### src/rtl/l1_read_arbiter_pkg.sv
// l1_read_arbiter_pkg: shared types and helpers for the L1 burst-read arbiter
package l1_read_arbiter_pkg;
  localparam int L1_READ_ADDR_W = 30;
  localparam int L1_READ_RLEN_W = 5;
  localparam int L1_READ_ID_W = 4;
  typedef enum logic {IDLE, GRANTED} l1_read_state_t;
  typedef struct packed {
    logic [L1_READ_ID_W-1:0] id;
    logic [L1_READ_RLEN_W-1:0] rlen;
  } l1_read_track_t;
  function automatic logic [L1_READ_ID_W-1:0] rr_next(input logic [L1_READ_ID_W-1:0] id, input int n);
    return (int'(id) + 1 >= n) ? '0 : L1_READ_ID_W'(int'(id) + 1);
  endfunction
endpackage

### src/rtl/l1_read_arbiter_fifo.sv
// l1_read_arbiter_fifo: small synchronous FIFO tracking in-flight bursts
module l1_read_arbiter_fifo #(
  parameter int DATA_W = 8,
  parameter int DEPTH = 2
) (
  input  logic              clk,
  input  logic              rst,
  input  logic              push_i,
  input  logic              pop_i,
  input  logic [DATA_W-1:0] data_i,
  output logic [DATA_W-1:0] data_o,
  output logic              valid_o,
  output logic              full_o
);
  localparam int PW = DEPTH > 1 ? $clog2(DEPTH) : 1;
  localparam int CW = $clog2(DEPTH + 1);
  logic [DATA_W-1:0] mem_q [DEPTH];
  logic [PW-1:0] wr_q, rd_q;
  logic [CW-1:0] cnt_q;
  function automatic logic [PW-1:0] wrap(input logic [PW-1:0] p);
    return (int'(p) == DEPTH - 1) ? '0 : PW'(int'(p) + 1);
  endfunction
  always_ff @(posedge clk) begin
    if (rst) begin
      wr_q <= '0;
      rd_q <= '0;
      cnt_q <= '0;
    end else begin
      if (push_i) wr_q <= wrap(wr_q);
      if (pop_i) rd_q <= wrap(rd_q);
      cnt_q <= cnt_q + CW'(push_i) - CW'(pop_i);
    end
  end
  always_ff @(posedge clk) begin
    if (push_i) mem_q[wr_q] <= data_i;
  end
  assign data_o = mem_q[rd_q];
  assign valid_o = cnt_q != '0;
  assign full_o = cnt_q == CW'(DEPTH);
  assert property (@(posedge clk) disable iff (rst) push_i |-> !full_o || pop_i);
  assert property (@(posedge clk) disable iff (rst) pop_i |-> valid_o);
endmodule

### src/rtl/l1_read_arbiter.sv
// l1_read_arbiter: round-robin sharing of one in-order burst-read port
// between several read-only requesters, with returned words routed to their owner.
module l1_read_arbiter
  import l1_read_arbiter_pkg::*;
#(
  parameter int NUM_PORTS = 2,
  parameter int MAX_OUTSTANDING = 2
) (
  input  logic                   clk,
  input  logic                   rst,
  input  logic [NUM_PORTS-1:0]   req_request_i,
  input  logic [NUM_PORTS*30-1:0] req_addr_i,
  input  logic [NUM_PORTS*5-1:0] req_rlen_i,
  output logic [NUM_PORTS-1:0]   req_ack_o,
  output logic [NUM_PORTS-1:0]   req_rvalid_o,
  output logic [31:0]            req_rdata_o,
  output logic                   mem_request_o,
  output logic [29:0]            mem_addr_o,
  output logic [4:0]             mem_rlen_o,
  input  logic                   mem_ack_i,
  input  logic                   mem_rvalid_i,
  input  logic [31:0]            mem_rdata_i
);
  localparam int IW = NUM_PORTS > 1 ? $clog2(NUM_PORTS) : 1;
  l1_read_state_t state_q;
  logic [L1_READ_ID_W-1:0] grant_id_q, rr_ptr_q, win_id;
  logic [L1_READ_ADDR_W-1:0] grant_addr_q;
  logic [L1_READ_RLEN_W-1:0] grant_rlen_q, word_cnt_q;
  logic win_valid, ack, fifo_full, fifo_valid, beat, pop;
  l1_read_track_t head, push_entry;
  // Descending scan so the lowest offset from the pointer wins last.
  always_comb begin
    win_id = '0;
    for (int i = NUM_PORTS - 1; i >= 0; i--) begin
      if (req_request_i[IW'((int'(rr_ptr_q) + i) % NUM_PORTS)]) win_id = L1_READ_ID_W'((int'(rr_ptr_q) + i) % NUM_PORTS);
    end
  end
  assign win_valid = |req_request_i;
  assign ack = state_q == GRANTED && mem_ack_i;
  always_ff @(posedge clk) begin
    if (rst) begin
      state_q <= IDLE;
      rr_ptr_q <= '0;
      grant_id_q <= '0;
      grant_addr_q <= '0;
      grant_rlen_q <= '0;
    end else if (ack) begin
      state_q <= IDLE;
      rr_ptr_q <= rr_next(grant_id_q, NUM_PORTS);
    end else if (state_q == IDLE && win_valid && !fifo_full) begin
      state_q <= GRANTED;
      grant_id_q <= win_id;
      grant_addr_q <= req_addr_i[int'(win_id)*30 +: 30];
      grant_rlen_q <= req_rlen_i[int'(win_id)*5 +: 5];
    end
  end
  assign mem_request_o = state_q == GRANTED;
  assign mem_addr_o = grant_addr_q;
  assign mem_rlen_o = grant_rlen_q;
  assign req_ack_o = ack ? NUM_PORTS'(1) << grant_id_q : '0;
  assign push_entry = '{id: grant_id_q, rlen: grant_rlen_q};
  // A grant is only taken with a free slot, so the push at ack never overflows.
  l1_read_arbiter_fifo #(
    .DATA_W($bits(l1_read_track_t)),
    .DEPTH(MAX_OUTSTANDING)
  ) track_fifo (
    .clk(clk),
    .rst(rst),
    .push_i(ack),
    .pop_i(pop),
    .data_i(push_entry),
    .data_o(head),
    .valid_o(fifo_valid),
    .full_o(fifo_full)
  );
  assign beat = mem_rvalid_i && fifo_valid;
  assign pop = beat && word_cnt_q == head.rlen;
  always_ff @(posedge clk) begin
    if (rst) word_cnt_q <= '0;
    else if (beat) word_cnt_q <= pop ? '0 : word_cnt_q + 5'd1;
  end
  assign req_rdata_o = mem_rdata_i;
  assign req_rvalid_o = beat ? NUM_PORTS'(1) << head.id : '0;
  assert property (@(posedge clk) disable iff (rst) $onehot0(req_ack_o));
  assert property (@(posedge clk) disable iff (rst) (req_request_i & $past(req_ack_o)) == '0);
  assert property (@(posedge clk) disable iff (rst) mem_ack_i |-> mem_request_o);
  assert property (@(posedge clk) disable iff (rst) mem_rvalid_i |-> fifo_valid);
endmodule

### config.mk
export PLATFORM = sky130hd
export DESIGN_NAME = l1_read_arbiter
export DESIGN_NICKNAME = d
export VERILOG_FILES = /design/src/rtl/l1_read_arbiter_pkg.sv /design/src/rtl/l1_read_arbiter_fifo.sv /design/src/rtl/l1_read_arbiter.sv
export SDC_FILE = /design/constraint.sdc
export NUM_CORES = 1
export LEC_CHECK = 0
export CORE_ASPECT_RATIO = 1.25
export CORE_MARGIN = 2
export CORE_UTILIZATION = 40
export DETAILED_ROUTE_END_ITERATION = 7
export DONT_BUFFER_PORTS = 1
export GPL_ROUTABILITY_DRIVEN = 0
export GPL_TIMING_DRIVEN = 1
export PLACE_DENSITY_LB_ADDON = 0.15
export RECOVER_POWER = 50
export SLEW_MARGIN = 25
export SYNTH_ARGS = -nofsm -noshare
export SYNTH_HDL_FRONTEND = slang
export SYNTH_SLANG_ARGS = --single-unit
### constraint.sdc
create_clock -name clk -period 2.35 [get_ports clk]
set_clock_uncertainty 0.2 [all_clocks]
set_input_delay 0.3525 -clock clk [delete_from_list [all_inputs] [get_ports clk]]
set_output_delay 0.3525 -clock clk [all_outputs]
set_load 0.02 [all_outputs]
==> results by stage <==
Status:
- The flow ran to the end, but the final reports show violations.
- The final reports fail on negative setup slack.

Clock network:
- Clock-pin slew was measured on the worst setup and hold paths at 0.06 ns.
- The TritonCTS buffer count is 9.
- The CTS tree is built.
- The deepest level of the CTS H-tree is 3.
- The number of sinks on the clock net is 60.
- The number of buffers on the longest clock path is 2.
- The root buffer cell is sky130_fd_sc_hd__clkbuf_8.
- At the later pin of the worst-skew pair, clock insertion delay measures 0.33 ns.

Power:
- The share of total power dissipated in combinational logic is 29.2%.
- The part of the total power dissipated in sequential elements is 47.9%.
- The leakage component of the power is 1.51 nW.
- Dividing total power by cell area gives a power density of 936 mW/mm^2.
- The clock share of power is 22.9%.
- The worst-case IR drop observed on VDD is 0.457 mV.
- The net switching power is 1.31 mW.
- The internal power of the cells is 2.26 mW.
- The switching part of the total power is 36.7%.

Timing:
- Setup repair after global routing could not meet its margin everywhere.
- Once routing completed, OpenROAD measured the worst setup slack at -0.139 ns.
- Headroom to the max-slew limit came out at 55.4%.
- The minimum period implied by the final worst setup slack is 2.49 ns.
- For the pin with the worst max-slew slack, the measured transition is 0.669 ns.
- The worst path uses 106% of the clock period.
- The final hold slack is 0.0161 ns.
- The maximum achievable frequency is 0.402 GHz.
- The final number of max-transition violations is 0.
- The number of hold-slack violations in the final timing report is 0.
- Setup violations remaining at the end of the flow were counted as 1.

Yosys:
- Of all flip-flops after synthesis, the portion carrying an async set or reset was 0%.
- For this run, the leading register cell type out of synthesis is sky130_fd_sc_hd__dfxtp_1.
- The number of register bits inferred by synthesis is 60.
- Yosys mapped a number of flops with a built-in enable equal to 12.
- The post-synthesis compound-gate area fraction is 13.5%.
- After synthesis, the largest family of logic cells by area is simple AND/OR/NAND/NOR gates.
- The count of distinct cell types in the synthesized netlist is 33.
- The top-area cell type share of the netlist area is 33.1%.
- The largest total area in the synthesized netlist belongs to sky130_fd_sc_hd__dfxtp_1.
- The netlist area before placement is 0.00290 sq mm.
- Counting instances in the post-synthesis netlist gives the leading cell types as sky130_fd_sc_hd__dfxtp_1 (48), sky130_fd_sc_hd__nor2_1 (43), sky130_fd_sc_hd__nand2_1 (40).
- The synthesized area divided by synthesized cell count is 8.84 sq um.
- In the post-synthesis netlist, the cell with the most instances is sky130_fd_sc_hd__dfxtp_1.
- The xor/xnor share of the synthesized area is 3.02%.
- The post-synth net total is 438.
- By area the synthesized netlist is led by sky130_fd_sc_hd__dfxtp_1 (33%), sky130_fd_sc_hd__edfxtp_1 (12%), sky130_fd_sc_hd__a311oi_1 (11%), sky130_fd_sc_hd__buf_4 (8.3%), sky130_fd_sc_hd__nand3_1 (6.2%).
- Measured against the total synthesized area, the mux share comes to 2.85%.
- The gate count after technology mapping is 328.
- Summing the areas of all and, or, nand and nor instances in the mapped netlist gives 22.0% of the synthesized area.
- The part of the Yosys area used for sequential elements is 45.6%.
- Yosys printed 0 warnings.
- Of the total synthesized cell area, the portion taken by full adders, half adders and majority gates is 0.863%.

GRT:
- Entering global routing, the biggest net connects 71 pins.
- In the global route stage, overall resource usage came out at 20.0%.
- The global-route wire length before repair is 12.4 mm.
- The total overflow left after global routing is 0.
- The via count of the first global-routing pass is 2538.
- The initial antenna violation count is 0.

Setup path:
- The critical-path maximum fanout is 6.
- At the worst endpoint, the required time is 2.38 ns.
- The setup path with the least slack is of type flop to flop.
- The critical path arrival is 2.51 ns.
- The worst setup path is launched from a flop.
- The type of destination of the critical path is a flop.

Die:
- The effective utilization at floorplan is 41.6%.
- The initialized floorplan defines 34 standard-cell rows.
- The die covers 0.00795 sq mm.
- In this run the count of I/O pins placed on the die edge is 180.
- After floorplanning, the core was sized to cover 0.00698 sq mm.
- The vertical die dimension is 99.2 um.
- The die width is 80.1 um.

Drt:
- The first-pass iteration count of the detailed router is 5.
- The number of remaining DRC errors is 0.
- Dividing the detail-routed via count by the number of cells gives 5.48.
- The final wirelength is 8.11 mm.
- Once detail routing completed, the nets flagged for antenna violations numbered 0.
- The total via count after detailed routing is 2577.
- For this block, the initial DRC count from the detailed router was 128.
- The average wire per standard cell is 17.3 um.

Placement:
- The wire-length estimate of the detail-placed layout is 4.28 mm.
- The worst setup slack before clock tree synthesis is -0.194 ns.
- Counting tap cells, the placed design contains a total of 374 instances.
- In this run the tool buffered the top-level ports with 0 buffer cells.

Finish:
- The synthesis-to-finish area growth is 31.8%.
- The number of nets at the end of the flow is 485.
- The number of antenna diodes in the final layout is 0.
- The fraction of layout instances using a drive strength above 1 is 10.8%.
- The final instance count without filler cells is 470.

Job:
- Max-cap violations in this run came to 0.

Min path:
- The worst min-delay path category is input port to flop.
==> power by group through the flow <==
stage               logic, mW  registers (mW)  clock network, mW
CTS                     0.908            1.71              0.846
detailed placement      0.704            1.73                  0
global placement        0.690            1.74                  0
finish                   1.04            1.71              0.820
floorplan               0.634            1.68                  0
global route             1.16            1.74              0.889
==> repair_timing <==
| action | 4_1_cts | 5_1_grt |
|---|---|---|
| hold buffers | 76 | 0 |
| pin swaps | 2 | 4 |
| endpoints found under the setup margin | 1 | 18 |
| setup buffers | 0 | 2 |
| hold endpoints to repair | 45 | 0 |
| gates cloned | 0 | 2 |
| resized for setup | 2 | 3 |
==> worst paths after layout <==
check / to / from / cells after the start / slack, ns
setup / recovery: track_fifo.cnt_q[1] / flop / 10 / -0.14
hold / removal: mem_addr_o[0] / req_addr_i[30] / 2 / 0.02
setup reg to reg: track_fifo.cnt_q[1] / flop / 10 / -0.14
hold reg to reg: track_fifo.mem_q[1][5] / grant_id_q[0] / 0 / 0.32
==> stage by stage <==
step | power (mW) | cell area [sq um] | TNS, ns | util [%]
floorplan | 2.32 | 2920 | -0.142 | -
global placement | 2.43 | 2800 | -0.108 | 40.1
detailed placement | 2.44 | 2800 | -0.194 | 40.1
CTS | 3.47 | 3740 | -0.159 | 53.7
global route | 3.79 | 3820 | -0.853 | 54.8
finish | 3.57 | 3820 | -0.139 | 54.8
==> cells in the final DEF (no fill, tap or decap), drive strengths merged, types with 4 or more instances in the layout <==
| master | Yosys | routed |
|---|---|---|
| nand3 | 36 | 36 |
| xor2 | 8 | 8 |
| nand2 | 40 | 40 |
| mux2i | 6 | 6 |
| clkbuf | 17 | 16 |
| dfxtp | 48 | 48 |
| a311oi | 35 | 35 |
| dlygate4sd3 | 0 | 74 |
| nor2 | 43 | 43 |
| buf | 40 | 16 |
| a21oi | 4 | 4 |
| nor3 | 6 | 6 |
| edfxtp | 12 | 12 |
==> cell families after synthesis <==
group / count (synthesis)
AND/OR/NAND/NOR: 141
flip-flops: 60
buffers and inverters: 59
AO/OA/AOI/OAI: 48
XOR/XNOR: 10
multiplexers: 8
adder cells (fa/ha/maj): 2
==> per-layer routing <==
layer	global-route usage, %	vias up	wire (um)
li1	-	1223	-
met1	22.1	1213	3140
met2	33.4	120	4200
met3	6.90	21	586
met4	10.8	0	185
met5	0	-	0
==> area by class of cell <==
type / instances / area [sq um]
flip-flops and latches: 60 / 1330
multi-input cells: 209 / 1250
clock inverters: 2 / 10.0
well taps: 90 / 113
inverters: 2 / 7.51
repair buffers: 93 / 948
clock buffers: 14 / 163
fillers: 630 / 3160
==> sequential cells by signal (all words and copies together), names as in the netlist, 2 cells and up, named ones only <==
| signal | flops |
|---|---|
| mem_addr_o | 30 |
| track_fifo.mem_q | 12 |
| mem_rlen_o | 5 |
| word_cnt_q | 5 |
| track_fifo.cnt_q | 2 |
==> critical path: stages, from the launching register on <==
cell	delay, ns
sky130_fd_sc_hd__dfxtp_4	0.41
sky130_fd_sc_hd__mux2i_4	0.24
sky130_fd_sc_hd__xor2_1	0.20
sky130_fd_sc_hd__nand2_1	0.13
sky130_fd_sc_hd__nor3_4	0.21
sky130_fd_sc_hd__xnor2_1	0.14
sky130_fd_sc_hd__ha_2	0.20
sky130_fd_sc_hd__nand2b_4	0.13
sky130_fd_sc_hd__nor3_2	0.03
sky130_fd_sc_hd__a211o_1	0.26
sky130_fd_sc_hd__a211o_1	0.22
No activity file was read; power rests on OpenSTA's default activity.
